==> config.mk <==
export PLATFORM = sky130hd
export DESIGN_NAME = spike_gather
export DESIGN_NICKNAME = d
export VERILOG_FILES = /design/src/rtl/spike_gather_pkg.sv /design/src/rtl/spike_gather_inh_calc.sv /design/src/rtl/spike_gather.sv
export SDC_FILE = /design/constraint.sdc
export NUM_CORES = 1
export LEC_CHECK = 0
export CAP_MARGIN = 20
export CELL_PAD_IN_SITES_DETAIL_PLACEMENT = 0
export CELL_PAD_IN_SITES_GLOBAL_PLACEMENT = 1
export CORE_MARGIN = 3
export CORE_UTILIZATION = 45
export DETAILED_ROUTE_END_ITERATION = 8
export GPL_TIMING_DRIVEN = 0
export PLACE_DENSITY = 0.85
export SLEW_MARGIN = 25
export SYNTH_ARGS = -nofsm -noshare
export SYNTH_HDL_FRONTEND = slang
export SYNTH_SLANG_ARGS = --single-unit
==> constraint.sdc <==
create_clock -name clk -period 6.8 [get_ports clk]
set_input_delay 1.36 -clock clk [delete_from_list [all_inputs] [get_ports clk]]
set_output_delay 1.36 -clock clk [all_outputs]
set_load 0.02 [all_outputs]
==> src/rtl/spike_gather_pkg.sv <==
// Shared constants and FSM encoding for the timestep sequencer / spike collector.
package spike_gather_pkg;

   localparam int unsigned N_NEURON = 18;
   localparam int unsigned IDX_W    = 5;
   localparam int unsigned CUR_W    = 25;
   localparam int unsigned CNT_W    = 8;
   localparam int unsigned FP_ONE   = 65536;
   localparam int unsigned INH_W    = 3 * FP_ONE;

   typedef enum logic [2:0] {
      StIdle,
      StReq,
      StRun,
      StWait,
      StNext,
      StCommit
   } state_t;

endpackage

==> src/rtl/spike_gather_inh_calc.sv <==
// Lateral inhibition: count spiking neighbours (excluding self), scale by INH_W, saturate.
module spike_gather_inh_calc
   import spike_gather_pkg::*;
(
   input  logic [N_NEURON-1:0] spk,
   input  logic [IDX_W-1:0]    idx,
   output logic [CUR_W-1:0]    current
);

   localparam logic [47:0] SAT = (48'd1 << (CUR_W - 1)) - 48'd1;

   logic [IDX_W-1:0] pop;
   logic [IDX_W-1:0] others;
   logic [47:0]      prod;

   always_comb begin
      pop = '0;
      for (int i = 0; i < N_NEURON; i++) begin
         pop = pop + IDX_W'(spk[i]);
      end
      others = pop;
      if ((idx < IDX_W'(N_NEURON)) && spk[idx]) begin
         others = pop - IDX_W'(1);
      end
      prod    = 48'(others) * 48'(INH_W);
      current = (prod > SAT) ? CUR_W'(SAT) : CUR_W'(prod);
   end

endmodule

==> src/rtl/spike_gather.sv <==
// Walks neurons 0..N_NEURON-1 per timestep, drives the update engine and collects spikes,
// saturating per-neuron counters and a running winner.
module spike_gather
   import spike_gather_pkg::*;
(
   input  logic                clk,
   input  logic                reset_n,
   input  logic                i_step,
   input  logic                i_clear,
   output logic                o_busy,
   output logic                o_exc_req,
   output logic [IDX_W-1:0]    o_exc_idx,
   input  logic                i_exc_valid,
   input  logic [CUR_W-1:0]    i_exc_current,
   output logic                o_run,
   output logic [CUR_W-1:0]    o_exc_current,
   output logic [CUR_W-1:0]    o_inh_current,
   input  logic                i_valid,
   input  logic                i_spike,
   input  logic [IDX_W-1:0]    i_neuron_idx,
   output logic [N_NEURON-1:0] o_spike_vec,
   output logic                o_step_done,
   output logic [IDX_W-1:0]    o_winner,
   output logic [CNT_W-1:0]    o_winner_cnt,
   input  logic [IDX_W-1:0]    i_rd_idx,
   output logic [CNT_W-1:0]    o_rd_cnt,
   output logic                o_err
);

   state_t              state_q, state_d;
   logic [IDX_W-1:0]    n_q;
   logic [N_NEURON-1:0] prev_spk_q;
   logic [N_NEURON-1:0] cur_spk_q;
   logic [CNT_W-1:0]    cnt_q [N_NEURON];

   logic [CUR_W-1:0]    inh_cur;
   logic [CNT_W-1:0]    cnt_new;
   logic                last_n;
   logic                do_clear;
   logic                do_step;
   logic                take_exc;
   logic                take_res;

   spike_gather_inh_calc u_inh_calc (
      .spk     (prev_spk_q),
      .idx     (n_q),
      .current (inh_cur)
   );

   assign last_n  = (n_q == IDX_W'(N_NEURON - 1));
   assign cnt_new = (!i_spike || (cnt_q[n_q] == '1)) ? cnt_q[n_q] : cnt_q[n_q] + CNT_W'(1);

   assign o_busy      = (state_q != StIdle);
   assign o_exc_req   = (state_q == StReq);
   assign o_run       = (state_q == StRun);
   assign o_step_done = (state_q == StCommit);
   assign o_exc_idx   = n_q;

   always_comb begin
      state_d  = state_q;
      do_clear = 1'b0;
      do_step  = 1'b0;
      take_exc = 1'b0;
      take_res = 1'b0;
      unique case (state_q)
         StIdle: begin
            // clear has priority; a simultaneous step is dropped
            if (i_clear) begin
               do_clear = 1'b1;
            end else if (i_step) begin
               do_step = 1'b1;
               state_d = StReq;
            end
         end
         StReq: begin
            if (i_exc_valid) begin
               take_exc = 1'b1;
               state_d  = StRun;
            end
         end
         StRun:    state_d = StWait;
         StWait: begin
            if (i_valid) begin
               take_res = 1'b1;
               state_d  = StNext;
            end
         end
         StNext:   state_d = last_n ? StCommit : StReq;
         StCommit: state_d = StIdle;
         default:  state_d = StIdle;
      endcase
   end

   always_ff @(posedge clk or negedge reset_n) begin
      if (!reset_n) begin
         state_q <= StIdle;
      end else begin
         state_q <= state_d;
      end
   end

   always_ff @(posedge clk or negedge reset_n) begin
      if (!reset_n) begin
         n_q           <= '0;
         prev_spk_q    <= '0;
         cur_spk_q     <= '0;
         o_exc_current <= '0;
         o_inh_current <= '0;
         o_spike_vec   <= '0;
         o_winner      <= '0;
         o_winner_cnt  <= '0;
         o_rd_cnt      <= '0;
         o_err         <= 1'b0;
         for (int i = 0; i < N_NEURON; i++) begin
            cnt_q[i] <= '0;
         end
      end else begin
         if (do_clear) begin
            prev_spk_q   <= '0;
            o_winner     <= '0;
            o_winner_cnt <= '0;
            o_err        <= 1'b0;
            for (int i = 0; i < N_NEURON; i++) begin
               cnt_q[i] <= '0;
            end
         end
         if (do_step) begin
            n_q       <= '0;
            cur_spk_q <= '0;
         end
         if (take_exc) begin
            o_exc_current <= i_exc_current;
            o_inh_current <= inh_cur;
         end
         if (take_res) begin
            // a mismatched engine index is flagged but the result still lands at n
            cur_spk_q[n_q] <= i_spike;
            cnt_q[n_q]     <= cnt_new;
            if (cnt_new > o_winner_cnt) begin
               o_winner     <= n_q;
               o_winner_cnt <= cnt_new;
            end
            if (i_neuron_idx != n_q) begin
               o_err <= 1'b1;
            end
         end
         if ((state_q == StNext) && !last_n) begin
            n_q <= n_q + IDX_W'(1);
         end
         if (state_q == StCommit) begin
            prev_spk_q  <= cur_spk_q;
            o_spike_vec <= cur_spk_q;
         end
         o_rd_cnt <= (i_rd_idx < IDX_W'(N_NEURON)) ? cnt_q[i_rd_idx] : '0;
      end
   end

endmodule
# After elaboration in Yosys (flattened, before gate mapping)
# Index checks and enable logic that the tools add are counted.
dict set report classes {
  n_addsub 20
  multipliers 1
  magnitude_cmp 8
  n_eq_ne 12
  muxes 49
  bitwise 2
  reduce_logical 12
}
# cell n
set op_table {}
lappend op_table {{144-bit 2-to-1 mux} 2}
lappend op_table {{144-bit bitwise mux} 1}
lappend op_table {{5-bit by 1-bit adder with 5-bit output} 16}
lappend op_table {{8-bit binary-select mux with 5-bit select} 2}
lappend op_table {{8-bit 2-to-1 mux} 10}
lappend op_table {{18-bit 2-to-1 mux} 4}
lappend op_table {{8-bit demux with 5-bit select} 1}
lappend op_table {{5-bit 2-to-1 mux} 6}
lappend op_table {{18-bit bitwise mux} 1}
lappend op_table {{3-bit 2-to-1 mux} 5}
lappend op_table {{3-bit case mux with 5 select lines} 1}
lappend op_table {{1-bit 2-to-1 mux} 14}
lappend op_table {{6-bit greater-or-equal comparator (second input constant)} 2}
lappend op_table {{5-bit NOT with 6-bit output} 2}
lappend op_table {{5-bit < comparator (second input constant)} 2}
lappend op_table {{8-bit by 1-bit adder with 8-bit output (second input constant)} 1}
lappend op_table {{8-bit == test (second input constant)} 1}
lappend op_table {{8-bit > comparator} 1}
lappend op_table {{5-bit by 2-bit multiplier with 7-bit output (second input constant)} 1}
lappend op_table {{3-bit by 2-bit == test with 1-bit output (second input constant)} 2}
lappend op_table {{3-bit == test (second input constant)} 2}
lappend op_table {{5-bit by 6-bit < comparator with 1-bit output (second input constant)} 1}
lappend op_table {{6-bit by 1-bit < comparator with 1-bit output (second input constant)} 1}
lappend op_table {{2-bit inequality test (second input constant)} 3}
lappend op_table {{17 further kinds} 22}
dict set report word_totals {
  regBits 260
  inputBits 42
  out_inout_bits 99
  elab_cells 133
}

# Logic depth before layout (Yosys ltp)
# Gate-level depths: netlist (run 1).
dict set report logic_depth {
  depth_word 20
  mapped_depth 25
  ltp_nobuf 23
}

# By module
# Synthesis (run 1) repeated with hierarchy kept, for this count alone.
dict set report hier_totals {
  cells_unflattened 1348
  hier_area_um2 14702.9
}
# mod n_inst cells_per_inst area_per_inst_um2 seq_area_each_um2
set by_module_without_submodules {}
lappend by_module_without_submodules {spike_gather 1 1223 13573.0 6956.7}
lappend by_module_without_submodules {spike_gather_inh_calc 1 125 1129.8 0.0}

# Worst setup path before layout (run 1)
# Ideal clock, no wire load.
dict set report synth_path {
  path_kind {register -> register}
  start {register prev_spk_q[0]}
  end {register o_inh_current[21]}
  setup_ps 135
  t_arrival_ps 5158
  t_required_ps 6665
  setup_slack_ps 1507
  stages_incl_launch_ff 24
  n_path_buf 0
  period_less_slack_ps 5293
  path_cell_list {dfrtp_1 > ha_1 > inv_1 > fa_1 > inv_1 > fa_1 > fa_1 > inv_1 > fa_1 > fa_1 > inv_1 > fa_1 > inv_1 > ha_1 > nor2b_1 > a21oi_1 > ha_1 > inv_1 > fa_1 > inv_1 > a21o_1 > a21oi_1 > xnor2_1 > o21ai_0}
}
dict set report synth_via {
  elab_chain_len 20
  word_cells_on_any_way 23
  classes_between {add/sub: 18; mul: 1; mux: 3; reduce/logical: 1}
}
# element line
set synth_rtl {}
lappend synth_rtl {{start: declaration} spike_gather.sv:32} ;# logic [N_NEURON-1:0] prev_spk_q;
lappend synth_rtl {{start signal: assignment} spike_gather.sv:151} ;# prev_spk_q <= cur_spk_q;
lappend synth_rtl {{1-bit by 1-bit adder with 2-bit output} spike_gather_inh_calc.sv:19} ;# pop = pop + IDX_W'(spk[i]);
lappend synth_rtl {{5-bit by 1-bit adder with 5-bit output (16 in a row)} spike_gather_inh_calc.sv:19}
lappend synth_rtl {{5-bit by 1-bit subtractor with 5-bit output} spike_gather_inh_calc.sv:23} ;# others = pop - IDX_W'(1);
lappend synth_rtl {{5-bit 2-to-1 mux (*)} spike_gather_inh_calc.sv:22} ;# if ((idx < IDX_W'(N_NEURON)) && spk[idx]) begin
lappend synth_rtl {{5-bit by 2-bit multiplier with 7-bit output (*)} spike_gather_inh_calc.sv:25} ;# prod = 48'(others) * 48'(INH_W);
lappend synth_rtl {{end signal: assignment} spike_gather.sv:133} ;# o_inh_current <= inh_cur;
lappend synth_rtl {{end: declaration} spike_gather.sv:17} ;# output logic [CUR_W-1:0] o_inh_current,
# Mark *: on every way between the ends. The rest lies on a longest branch, timed or not. The select of a mux whose other input is x is not followed.
# A chain may end at the register's enable or synchronous reset.

# Worst setup path in the final report (run 1)
dict set report layout_path {
  start {register n_q[0], in the netlist o_exc_idx[0]}
  end {register o_winner[1]}
}
dict set report layout_via {
  elab_chain_len 10
  word_cells_on_any_way 11
  classes_between {add/sub: 1; order compare: 1; eq/ne: 1; mux: 6; bitwise: 1; reduce/logical: 1}
}
# element line
set layout_rtl {}
lappend layout_rtl {{start: declaration} spike_gather.sv:31} ;# logic [IDX_W-1:0] n_q;
lappend layout_rtl {{start signal: assignment} spike_gather.sv:148} ;# n_q <= n_q + IDX_W'(1);
lappend layout_rtl {{5-bit NOT with 6-bit output (implied by the code) (*)} spike_gather.sv:51} ;# assign cnt_new = (!i_spike || (cnt_q[n_q] == '1)) ? cnt_q[n_q] : cnt_q[n_q] + CNT_W'(1);
lappend layout_rtl {{8-bit binary-select mux with 5-bit select (*)} spike_gather.sv:51}
lappend layout_rtl {{8-bit 2-to-1 mux (implied by the code) (*) (2 in a row)} spike_gather.sv:51}
lappend layout_rtl {{branches (longest 2 deep; another with 8-bit by 1-bit adder with 8-bit output)} -}
lappend layout_rtl {{8-bit 2-to-1 mux (*)} spike_gather.sv:51}
lappend layout_rtl {{8-bit > comparator (*)} spike_gather.sv:139} ;# if (cnt_new > o_winner_cnt) begin
lappend layout_rtl {{5-bit 2-to-1 mux (*)} spike_gather.sv:139}
lappend layout_rtl {{5-bit 2-to-1 mux (*)} spike_gather.sv:135} ;# if (take_res) begin
lappend layout_rtl {{end signal: assignment} spike_gather.sv:140} ;# o_winner <= n_q;
lappend layout_rtl {{end: declaration} spike_gather.sv:23} ;# output logic [IDX_W-1:0] o_winner,
# Every way passes the cells marked *. The select of a mux whose other input is x is not followed.

==> results.cfg, run 1 <==
[timing]
finalSetupViolCount = 0
finalCritPeriodShare_pct = 89.56
fmaxAchievable_ghz = 0.1642
slew_viol_final = 0
hold_viol = 0
rsz0062_at_grt = false
relSlewSlack_pct = 38.97
tightest_slew_ns = 0.9154
fin_skew_ns = 0.02590
setup_tns_ns = 0
min_period_ns = 6.090
whs_ns = 0.4741

[final_layout]
drive_above_1_share_pct = 10.70
diodes = 0
fin_nets = 1583
multi_input_area_um2 = 6362
fillerInstances = 2617
area_growth_pct = 19.76
regArea_um2 = 6506

[clocking]
htree_levels = 1
clockRootBuffer = clkbuf_16
post-cts-setup-buffers = 0
clock-sinks = 260
clock_path_buffers = 3
cts_tree = built
cts_resized = 0
postCtsHoldBufs = 0
worst_skew_pair.late_latency_ns = 0.56
numCtsBuffers = 28
path_clk_slew_ns = 0.06

[worst_setup_path]
path_class = reg2reg
cp-start-kind = flop
worst_ep_required_time_ns = 7.27
critPathCaptureType = flop
critPathArrivalTime_ns = 6.56
cp_max_fo = 10

[synthesis]
synth_top_cell_by_area = dfrtp_1
yosysTopAreaCellShare_pct = 47.78
synth.yosys.warnings = 0
synth.avg_cell_area_um2 = 10.18
synthTopCellsByArea = dfrtp_1 48%, mux4_2 8.4%, nand3_1 6.6%
seq_area_frac_synth_pct = 47.78
ys_top_cells_by_count = 260 x dfrtp_1, 195 x nand2_1, 179 x nand3_1
synth.most_common_cell = dfrtp_1
synth_top_flop_cell = dfrtp_1
synth_seq_cells = 260
async_reset_ff_share_pct = 100.0
synth-edff-count = 0
synth_cells = 1338
yosysUniqueCellTypes = 56
syn_area_um2 = 13620

[power_and_ir_drop]
peakVddDrop_uv = 206.6
p_leak_nw = 7.147
power_per_cell_area_nw_per_um2 = 357.3

[floorplan]
die_w_um = 180.0
die_area_um2 = 32380
design.core.area_um2 = 29720
row_count = 63
die_y_um = 180.0
start_util_pct = 45.82
io_pins = 141

[hold_path]
holdCritPathClass = reg2reg

[global_routing]
grt_pass1_wl_um = 66110
antenna_found_initial = 0
track_usage_pct = 25.62
grt.overflow.total = 0
grt_max_degree = 80
grt_pass1_vias = 11030

[routing]
drcViolationCount = 0
vias_per_cell = 5.900
wl_per_cell_um = 22.07
drt-pass1-iter-count = 5
ant_nets = 0
drtIter0Drc = 1259
vias = 11286
drt_wl_total_um = 42210

[placed_design]
dp_hpwl_um = 30910
place_congestion = 0.9737
port_buffers = 117

[run]
drv_cap = 0

[run_status]
status = complete, no violations
==> where the power goes <==
| part | leakage (nW) | switching, W | internal (W) | total (W) |
|---|---|---|---|---|
| Clock | 0.441 | 0.000627 | 0.000847 | 0.00147 |
| Sequential | 3.58 | 0.000150 | 0.00174 | 0.00189 |
| Combinational | 3.12 | 0.00161 | 0.000853 | 0.00247 |
==> worst paths after layout <==
| check | startpoint | endpoint | slack (ns) | cells past startpoint |
|---|---|---|---|---|
| worst min-delay path | o_exc_current[8] | o_exc_current[8] | 0.47 | 2 |
| worst max register to register | o_exc_idx[0] | o_winner[1] | 0.71 | 24 |
| max in group asynchronous | reset_n | o_spike_vec[16] | 5.03 | 3 |
| worst min register to register | o_exc_current[8] | o_exc_current[8] | 0.47 | 2 |
| min in group asynchronous | reset_n | o_winner_cnt[6] | 0.73 | 1 |
| worst max-delay path | o_exc_idx[0] | o_winner[1] | 0.71 | 24 |
==> metal layers <==
layer  vias up  share of wire [%]  GRT usage [%]
met3        87                9.9          6.010
met1      5637                 42          36.09
li1       5043                  -              -
met4         0                3.3          7.611
met5         -                  0              0
met2       519                 45          39.88
==> registers in the layout, summed over array words and instances (netlist names) <==
signal	flops
o_err	1
o_exc_current	25
cur_spk_q	18
o_inh_current	7
prev_spk_q	18
o_winner_cnt	8
o_exc_idx	5
o_winner	5
o_spike_vec	18
o_rd_cnt	8
cnt_q	144
state_q	3
==> cell type report <==
class | instances | share of cell area (%)
multi-input cells | 911 | 39.02
clock inverters | 7 | 0.2148
inverters | 58 | 1.335
clock buffers | 41 | 5.156
well taps | 390 | 2.992
plain buffers | 126 | 3.668
flip-flops and latches | 260 | 39.90
repair buffers | 120 | 7.719
==> through the flow <==
step / instances / util, % / setup slack (ns) / total power (W) / cell area [um^2]
after floorplan: 1355 / - / 1.507 / 0.003360 / 13680
after global placement: 1862 / 51.62 / -6.859 / 0.004297 / 15340
after detailed placement: 1865 / 51.91 / 0.8834 / 0.004342 / 15430
after CTS: 1913 / 54.86 / 0.7877 / 0.005819 / 16300
after global routing: 1913 / 54.87 / 0.3995 / 0.006120 / 16310
final: 1913 / 54.87 / 0.7099 / 0.005827 / 16310
==> worst max-delay path, stage by stage, from the launching register on <==
cell      delay [ns]
dfrtp_1         0.48
buf_4           0.31
buf_4           0.28
buf_2           0.36
mux2i_1         0.34
o22ai_1         0.14
a221oi_1        0.38
nand2_1         0.16
ha_1            0.25
inv_1           0.08
a221oi_2        0.06
a31oi_1         0.35
mux2i_1         0.33
buf_2           0.30
inv_1           0.07
ha_1            0.29
nor2b_1         0.12
o21ai_0         0.08
nand2b_1        0.07
a21oi_1         0.08
o21ai_0         0.18
o211a_1         0.18
clkbuf_1        0.21
buf_1           0.59
mux2i_1         0.27
==> cell usage in the layout, fill, tap and decap left out, types with 13 or more instances in the layout <==
cell and count:
conb_1 18, o21ai_1 61, dfrtp_1 260, mux2i_1 74
a22o_1 20, inv_1 58, o22ai_1 18, buf_2 19
ha_1 23, mux4_2 51, fa_1 13, clkdlybuf4s50_1 116
clkbuf_16 29, clkbuf_1 78, nand2_1 195, o21ai_0 116
nand3_1 179, buf_4 24, a21oi_1 19
==> cell families after synthesis <==
logic type | Yosys count | synth area share [%]
flip-flops | 260 | 47.78
AO/OA/AOI/OAI | 279 | 12.17
buffers and inverters | 184 | 5.963
adder cells (fa/ha/maj) | 36 | 4.025
XOR/XNOR | 13 | 0.8362
other | 1 | 0.02754
AND/OR/NAND/NOR | 430 | 14.50
multiplexers | 135 | 14.70
(Power assumes the default switching activity.)
==> run 2, diff against run 1 <==
Settings changed: CTS_CLUSTER_SIZE from default to 28.
==> results of run 2 <==
Same layout as run 1: the final DEF is identical, and so are final timing and power.
